==> config.mk <==
export PLATFORM = sky130hd
export DESIGN_NAME = rgbw_spi_master
export DESIGN_NICKNAME = d
export VERILOG_FILES = /design/src/rtl/rgbw_spi_master.sv
export SDC_FILE = /design/constraint.sdc
export NUM_CORES = 1
export LEC_CHECK = 0
export BUFFER_PORTS_ARGS = -buffer_cell sky130_fd_sc_hd__buf_4
export CAP_MARGIN = 5
export CORE_MARGIN = 1
export CORE_UTILIZATION = 53
export DETAILED_ROUTE_END_ITERATION = 8
export PLACE_DENSITY_LB_ADDON = 0.15
export SETUP_SLACK_MARGIN = 0.2
export SYNTH_ARGS = -nofsm -noshare
export SYNTH_HDL_FRONTEND = slang
export SYNTH_SLANG_ARGS = --single-unit
==> constraint.sdc <==
create_clock -name clk -period 2 [get_ports clk]
set_input_delay 0.4 -clock clk [delete_from_list [all_inputs] [get_ports clk]]
set_output_delay 0.4 -clock clk [all_outputs]
set_load 0.005 [all_outputs]
==> src/rtl/rgbw_spi_master.sv <==
// rgbw_spi_master: SPI mode-0 master that streams one CS-low frame of
// FRAME_BYTES bytes, pulling each byte through a valid/ready handshake.
// Parameters:
//   CLK_DIV     - SCK half-period in clk cycles (1..255)
//   FRAME_BYTES - bytes per CS-low frame (1..15)
// Ports:
//   clk, reset          - system clock, synchronous active-high reset
//   start, abort        - frame request (IDLE only) / immediate termination
//   tx_data, tx_valid   - next byte (MSB first) and its qualifier
//   tx_ready            - byte accepted on any edge with tx_valid & tx_ready
//   sck, mosi, cs       - SPI clock (CPOL=0), serial data, active-low select
//   busy, done          - not-IDLE indicator, one-cycle frame-complete pulse
module rgbw_spi_master #(
    parameter int unsigned CLK_DIV     = 4,
    parameter int unsigned FRAME_BYTES = 7
) (
    input  logic       clk,
    input  logic       reset,
    input  logic       start,
    input  logic       abort,
    input  logic [7:0] tx_data,
    input  logic       tx_valid,
    output logic       tx_ready,
    output logic       sck,
    output logic       mosi,
    output logic       cs,
    output logic       busy,
    output logic       done
);

    localparam int unsigned DIV_W  = 8;
    localparam int unsigned BYTE_W = 4;
    localparam int unsigned BIT_W  = 3;
    localparam int unsigned DATA_W = 8;

    localparam logic [DIV_W-1:0]  DIV_RELOAD = DIV_W'(CLK_DIV - 1);
    localparam logic [BYTE_W-1:0] BYTES_LAST = BYTE_W'(FRAME_BYTES);
    localparam logic [BIT_W-1:0]  BIT_LAST   = BIT_W'(7);

    typedef enum logic [2:0] {
        ST_IDLE  = 3'd0,
        ST_SETUP = 3'd1,
        ST_LOAD  = 3'd2,
        ST_SHIFT = 3'd3,
        ST_HOLD  = 3'd4,
        ST_GAP   = 3'd5
    } state_t;

    state_t              r_state;
    logic [DIV_W-1:0]    r_div;
    logic [BIT_W-1:0]    r_bit;
    logic [BYTE_W-1:0]   r_byte;
    logic [DATA_W-1:0]   r_shift;
    logic                r_sck;
    logic                r_cs;
    logic                r_tx_ready;
    logic                r_busy;
    logic                r_done;

    state_t              w_state_nxt;
    logic [DIV_W-1:0]    w_div_nxt;
    logic [BIT_W-1:0]    w_bit_nxt;
    logic [BYTE_W-1:0]   w_byte_nxt;
    logic [DATA_W-1:0]   w_shift_nxt;
    logic                w_sck_nxt;
    logic                w_cs_nxt;
    logic                w_tx_ready_nxt;
    logic                w_busy_nxt;
    logic                w_done_nxt;

    logic                w_div_zero;
    logic [DIV_W-1:0]    w_div_dec;
    logic [BYTE_W-1:0]   w_byte_inc;
    logic [BIT_W-1:0]    w_bit_inc;
    logic                w_accept;

    assign w_div_zero = (r_div == '0);
    assign w_div_dec  = r_div - DIV_W'(1);
    assign w_byte_inc = r_byte + BYTE_W'(1);
    assign w_bit_inc  = r_bit + BIT_W'(1);
    assign w_accept   = tx_valid && r_tx_ready;

    // State and datapath registers; reset overrides every input.
    always_ff @(posedge clk) begin
        if (reset) begin
            r_state    <= ST_IDLE;
            r_div      <= '0;
            r_bit      <= '0;
            r_byte     <= '0;
            r_shift    <= '0;
            r_sck      <= 1'b0;
            r_cs       <= 1'b1;
            r_tx_ready <= 1'b0;
            r_busy     <= 1'b0;
            r_done     <= 1'b0;
        end else begin
            r_state    <= w_state_nxt;
            r_div      <= w_div_nxt;
            r_bit      <= w_bit_nxt;
            r_byte     <= w_byte_nxt;
            r_shift    <= w_shift_nxt;
            r_sck      <= w_sck_nxt;
            r_cs       <= w_cs_nxt;
            r_tx_ready <= w_tx_ready_nxt;
            r_busy     <= w_busy_nxt;
            r_done     <= w_done_nxt;
        end
    end

    // Next-state and next-output logic.
    always_comb begin
        w_state_nxt    = r_state;
        w_div_nxt      = r_div;
        w_bit_nxt      = r_bit;
        w_byte_nxt     = r_byte;
        w_shift_nxt    = r_shift;
        w_sck_nxt      = r_sck;
        w_cs_nxt       = r_cs;
        w_tx_ready_nxt = 1'b0;
        w_done_nxt     = 1'b0;

        if (abort) begin
            // Abort wins everywhere, including over start in IDLE; the
            // partially shifted byte is dropped with the shift register.
            w_state_nxt = ST_IDLE;
            w_div_nxt   = '0;
            w_bit_nxt   = '0;
            w_byte_nxt  = '0;
            w_shift_nxt = '0;
            w_sck_nxt   = 1'b0;
            w_cs_nxt    = 1'b1;
        end else begin
            case (r_state)
                ST_IDLE: begin
                    w_cs_nxt  = 1'b1;
                    w_sck_nxt = 1'b0;
                    if (start) begin
                        w_state_nxt = ST_SETUP;
                        w_cs_nxt    = 1'b0;
                        w_div_nxt   = DIV_RELOAD;
                        w_byte_nxt  = '0;
                        w_bit_nxt   = '0;
                        w_shift_nxt = '0;
                    end
                end

                ST_SETUP: begin
                    if (w_div_zero) begin
                        w_state_nxt    = ST_LOAD;
                        w_tx_ready_nxt = 1'b1;
                    end else begin
                        w_div_nxt = w_div_dec;
                    end
                end

                // Stall here with sck low until a byte is offered.
                ST_LOAD: begin
                    if (w_accept) begin
                        w_state_nxt = ST_SHIFT;
                        w_shift_nxt = tx_data;
                        w_div_nxt   = DIV_RELOAD;
                        w_bit_nxt   = '0;
                        w_sck_nxt   = 1'b0;
                    end else begin
                        w_tx_ready_nxt = 1'b1;
                    end
                end

                // Low half then high half per bit; data moves only on the fall.
                ST_SHIFT: begin
                    if (!w_div_zero) begin
                        w_div_nxt = w_div_dec;
                    end else if (!r_sck) begin
                        w_sck_nxt = 1'b1;
                        w_div_nxt = DIV_RELOAD;
                    end else begin
                        w_sck_nxt   = 1'b0;
                        w_div_nxt   = DIV_RELOAD;
                        w_shift_nxt = {r_shift[DATA_W-2:0], 1'b0};
                        if (r_bit == BIT_LAST) begin
                            w_bit_nxt  = '0;
                            w_byte_nxt = w_byte_inc;
                            if (w_byte_inc == BYTES_LAST) begin
                                w_state_nxt = ST_HOLD;
                            end else begin
                                w_state_nxt    = ST_LOAD;
                                w_tx_ready_nxt = 1'b1;
                            end
                        end else begin
                            w_bit_nxt = w_bit_inc;
                        end
                    end
                end

                ST_HOLD: begin
                    if (w_div_zero) begin
                        w_state_nxt = ST_GAP;
                        w_cs_nxt    = 1'b1;
                        w_done_nxt  = 1'b1;
                        w_div_nxt   = DIV_RELOAD;
                    end else begin
                        w_div_nxt = w_div_dec;
                    end
                end

                // Guaranteed cs-high time between frames; start is ignored.
                ST_GAP: begin
                    w_cs_nxt  = 1'b1;
                    w_sck_nxt = 1'b0;
                    if (w_div_zero) begin
                        w_state_nxt = ST_IDLE;
                    end else begin
                        w_div_nxt = w_div_dec;
                    end
                end

                default: begin
                    w_state_nxt = ST_IDLE;
                    w_cs_nxt    = 1'b1;
                    w_sck_nxt   = 1'b0;
                    w_shift_nxt = '0;
                end
            endcase
        end

        w_busy_nxt = (w_state_nxt != ST_IDLE);
    end

    assign tx_ready = r_tx_ready;
    assign sck      = r_sck;
    assign mosi     = r_shift[DATA_W-1];
    assign cs       = r_cs;
    assign busy     = r_busy;
    assign done     = r_done;

endmodule

* Word-level counts from Yosys, hierarchy flattened
Index checks and enable logic that the tools add are counted.
** Storage, ports and cells
- Register bits after elaboration :: 31
- Bits in latches :: 0
- RAM bits :: 0
- Bits in read-only memories :: 0
- Input port bits :: 13
- Output and inout bits :: 6
- Logic and storage cells :: 97
- Memories :: 0
** Operators by class
- $add $sub $neg :: 3
- $mul :: 0
- Div/mod/pow operators :: 0
- Magnitude comparators :: 0
- Equal/unequal tests :: 14
- Shift operators :: 0
- Mux-type cells :: 46
- Bitwise operators :: 4
- Reductions and logical operators :: 20
** Operator list (count)
- 8-bit 2-to-1 mux :: 8
- 8-bit case mux with 4 select lines :: 2
- 3-bit 2-to-1 mux :: 15
- 3-bit case mux with 6 select lines :: 1
- 4-bit 2-to-1 mux :: 4
- 5-bit AND reduction :: 3
- 2-bit != test, second input constant :: 7
- 1-bit 2-to-1 mux :: 11
- 3-bit equality test, second input constant :: 3
- 1-bit case mux with 3 select lines :: 3
- 3-bit case mux with 3 select lines :: 1
- 3-bit OR reduction :: 3
- 8-bit zero test :: 1
- 4-bit case mux with 2 select lines :: 1
- 2-bit OR reduction :: 4
- 8-bit by 1-bit subtractor with 8-bit output, second input constant :: 1
- 3-bit by 2-bit equality test with 1-bit output, second input constant :: 2
- 3-bit nonzero test :: 2
- 4-bit by 1-bit adder with 4-bit output, second input constant :: 1
- 4-bit by 3-bit equality test with 1-bit output, second input constant :: 1
- 1-bit NOT :: 4
- 4-bit AND reduction :: 1
- 4-bit nonzero test :: 1
- 3-bit by 1-bit adder with 3-bit output, second input constant :: 1
- other kinds (6) :: 6

* Longest topological paths before layout
- Depth after elaboration :: 9
- Mapped depth :: 7

* Worst setup path after synthesis
OpenSTA, ideal clock, no wires.
- Path kind :: register to register
- Start :: register r_div[0]
- End :: register r_div[5]
- Library setup time :: 0.116 ns
- Arrival :: 1.827 ns
- Required time :: 1.884 ns
- Setup slack :: 0.056 ns
- Stages on the path, launching flop included :: 8
- Buffers on the path :: 1
- Clock period less this slack :: 1.944 ns
- Cells stage by stage :: dfxtp_1 -> inv_1 -> ha_1 -> or4b_1 -> buf_6 -> o311ai_4 -> o211ai_1 -> a31o_2
** On the way
- Cells in the longest elaborated chain, start to end :: 3
- Elaborated cells between the ends (all ways) :: 7
- Classes of those cells :: add/sub (1); eq/ne (1); mux (3); reduce/logical (2)
** RTL lines
- from (decl) :: line 50 : logic [DIV_W-1:0] r_div;
- from (signal assigned) :: line 98 : r_div <= w_div_nxt;
- 8-bit by 1-bit subtractor with 8-bit output or 8-bit zero test (tied branches) :: line 78, 77
- 8-bit 2-to-1 mux (tied with other cells) :: line 148, 210
- 8-bit case mux with 4 select lines or 4-bit AND reduction (tied branches)
Several ways; a longest one is shown, not always the timed one. The select of a mux whose other input is x is not followed.
A chain may end at the register's enable or synchronous reset.

* Worst setup path after layout
- Start :: register r_byte[0]
- End :: register r_state[2]
** On the way
- Cells in the longest elaborated chain, start to end :: 8
** RTL lines
- from (decl) :: line 52 : logic [BYTE_W-1:0] r_byte;
- from (signal assigned) :: line 100 : r_byte <= w_byte_nxt;
- 4-bit by 1-bit adder with 4-bit output :: line 79 : assign w_byte_inc = r_byte + BYTE_W'(1);
- 4-bit by 3-bit equality test with 1-bit output :: line 183 : if (w_byte_inc == BYTES_LAST) begin
- 3-bit 2-to-1 mux :: line 183
- 3-bit 2-to-1 mux :: line 180 : if (r_bit == BIT_LAST) begin
- 3-bit 2-to-1 mux :: line 173 : end else if (!r_sck) begin
- 3-bit 2-to-1 mux :: line 171 : if (!w_div_zero) begin
- 3-bit case mux with 6 select lines :: line 133 : case (r_state)
- 3-bit 2-to-1 mux :: line 122 : if (abort) begin
- to (signal assigned) :: line 97 : r_state <= w_state_nxt;
- to (decl) :: line 49 : state_t r_state;
Every way passes these cells.

==> impl_metrics.yaml <==
power:
  share_comb_of_total_power_pct: 19.0
  switching_share_pct: 27.3
  power_density_nw_per_um2: 560
  leakage_uw: 0.000969
  power_report.internal_total_uw: 1050
  seqPwrFrac_pct: 43.7
  switching_power_uw: 396
  vdd_drop_max_v: 0.000364
  clkPwrFrac_pct: 37.3
global_routing:
  met2_usage_pct: 54.1
  antenna_found_initial: 0
  grt_pass1_vias: 1858
  top_usage_layer: "met2"
  grt.met3_usage_pct: 6.00
  global_route_wire_length_before_repair_um: 8580
  grt_use_total_pct: 31.0
  met1_usage_pct: 35.3
  pin_count_of_the_biggest_net_entering_global_routing: 17
  grt_overflow_total: 0
logic_synthesis:
  synthCells: 218
  seq_cells_post_synth: 31
  synthArstFlopShare_pct: 0
  synth_largest_area_cell: "dfxtp_1"
  synth_enable_flop_cells: 0
  top_post_synthesis_cells_by_area: "dfxtp_1, a21oi_1, mux2i_1, or4_1, ha_1"
  netlist-cell-type-count: 53
  portion_of_the_post_synthesis_area_used_by_sequential_elements_pct: 32.5
  yosys_warnings: 0
  synth_fp_nets: 236
  synth-main-ff-cell: "dfxtp_1"
  synthesized_area_um2: 1910
  area_share_of_the_largest_cell_type_after_synthesis_pct: 32.5
  average_instance_area_after_synthesis_um2: 8.77
worst_setup_path:
  setup.reg_to_reg.worst_slack_ns: 0.07
  worstSetupEndpointType: "flop"
  worstPathMaxFanout: 6
  crit_chain: "inv_1 -> ha_1 -> nor4bb_1 -> a31oi_1 -> or4_4 -> a21oi_2"
  worst_path_dominant_cell_family: "simple AND/OR/NAND/NOR gates"
  timing.critical_path.slowest_stage_cell: "or4_4"
  largest_stage_delay_on_the_critical_path_ns: 0.45
  cp.buffers_inverters: 1
  worstSetupStartpointType: "flop"
  worst-setup-path-type: "reg -> reg"
  cp_data_arrival_time_ns: 2.22
  worst_ep_required_time_ns: 2.29
floorplan:
  die_w_um: 62.1
  io_pins: 19
  total_die_area_um2: 3850
  initial_utilization_pct: 56.4
  core.rowCount: 21
  chipHeight_um: 62.1
  placeableCoreArea_um2: 3390
route:
  wl_per_cell_um: 17.9
  detailedRoute.firstPassIterationCount: 4
  drc: 0
  viasPerCell: 6.31
  routed-via-count: 1981
  route.antenna.remaining_nets: 0
  finalWirelength_um: 5610
  detail_route.iter0.violations: 151
cts:
  h-tree-depth: 2
  tritoncts: "done"
  holdBufCountCts: 0
  clk_transition_reported_paths_ns: 0.11
  cts_max_path_buffers: 2
  worstSkewPairLatency_ns: 0.35
  cts_made_buffers: 5
  clockRootBuffer: "clkbuf_4"
  clock-sinks: 31
finish:
  final_standard_cell_area_without_fillers_um2: 2590
  design.final.nets: 285
  final_cell_mix: "buf_4, dfxtp_1, a21oi_1"
  share_of_cells_above_drive_strength_1_pct: 40.3
  final_common_cell: "buf_4"
  area_growth_pct: 35.3
  fillCellCount: 237
  antenna_cells_inserted: 0
sta:
  final.setup_skew_ns: 0.0102
  fin_ws_ns: 0.0691
  max_freq_mhz: 518
  setup_tns_ns: 0
  relSlewSlack_pct: 72.3
  report.final.slew_viol_count: 0
  final.min_clock_period_ns: 1.93
  layout_worst_path_cycle_share_pct: 96.5
  hold_viol: 0
  worst_pin_slew_ns: 0.409
  grt_setup_unrepaired: "true"
  setup_viol: 0
placement:
  routabilityCongestion: 0.896
  placedInstanceArea_um2: 2210
  hpwl_after_detailed_placement_um: 3770
  placement.io_buffers: 18
  place_worst_setup_slack_ns: -0.0143
hold_path:
  hp-class: "in -> reg"
run:
  max_cap_violations: 0
outcome:
  result_of_the_run: "finished clean"
[sequential cells by signal, summed over array words and instances, names as in the netlist]
signal / count
r_byte: 4
r_bit: 3
cs: 1
sck: 1
done: 1
r_state: 3
busy: 1
tx_ready: 1
r_shift: 8
r_div: 8
[through the flow]
| stage | cells | hold slack, ns | total power, µW | util [%] |
|---|---|---|---|---|
| after CTS | 308 | 0.385 | 1430 | 72.2 |
| after detailed placement | 289 | 0.464 | 864 | 65.2 |
| after global placement | 289 | 0.452 | 858 | 65.2 |
| final | 314 | 0.393 | 1450 | 76.3 |
| after floorplan | 218 | 0.442 | 782 | - |
| after global routing | 314 | 0.416 | 1500 | 76.3 |
[cell usage after synthesis, types with 2 or more instances]
cell	number
a211o_1	3
a211oi_1	3
a21bo_2	2
a21o_1	2
a21oi_1	22
a22oi_1	3
a311oi_1	2
a31o_2	2
a31oi_1	4
a41oi_1	3
and2_1	4
and3_1	2
and3b_1	2
buf_6	2
clkbuf_1	9
dfxtp_1	31
ha_1	5
inv_1	8
mux2i_1	10
nand2_1	13
nand2b_1	2
nand3b_1	3
nand4_1	3
nor2_1	11
nor2b_1	3
nor3_1	3
nor3_2	2
nor4b_1	2
o211a_1	3
o211ai_1	4
o21ai_0	11
o31ai_1	3
or2_2	2
or3_1	6
or4_1	10
[per-layer routing]
layer | routed length (µm) | share of wire (%) | vias to the layer above
met5 | 0 | 0 | -
met4 | 131 | 2.3 | 0
met3 | 292 | 5.2 | 16
li1 | - | - | 946
met2 | 2890 | 52 | 64
met1 | 2290 | 41 | 955
[logic make-up (layout without fill, tap and decap cells)]
logic type                 Yosys count  count (layout)  share of synthesized area (%)
adders and majority gates            5               5                           3.27
muxes                               11              11                           5.82
DFF                                 31              31                           32.5
and+or+nand+nor                     74              74                           24.9
AOI/OAI and AO/OA                   76              77                           28.6
buffers and inverters               21              70                           4.97
[layout make-up]
type	count	area [µm²]	share of cell area (%)
multi-input combinational	167	1370	53.0
sequential	31	626	24.2
timing repair buffer	54	417	16.1
tap	46	57.6	2.22
clock buffer	6	51.3	1.98
clock inverter	2	35.0	1.35
inverter	8	30.0	1.16
[power by group through the flow]
stage | logic [µW] | registers [µW] | clock network (µW)
after floorplan | 137 | 645 | 0
after global placement | 210 | 648 | 0
after detailed placement | 216 | 648 | 0
after CTS | 248 | 634 | 546
after global routing | 295 | 635 | 565
final | 275 | 634 | 541
[path summary, 6_finish.rpt]
check,start,end,cells after the start
worst min register to register,r_bit[1],r_bit[1],2
worst max-delay path,r_byte[0],r_state[2],6
worst max register to register,r_byte[0],r_state[2],6
worst min-delay path,tx_data[0],r_shift[0],4
[worst min-delay path, stage by stage]
cell,delay (ns)
buf_4,0.11
inv_1,0.04
or4_1,0.10
a21oi_1,0.06
[what timing repair did]
item | 4_1_cts | 5_1_grt
pin swaps | 9 | 17
gates resized for setup | 16 | 20
endpoints found under the setup margin | 25 | 25
cloned | 1 | 0
buffers inserted | 10 | 6
Power figures use the tool's default switching activity.
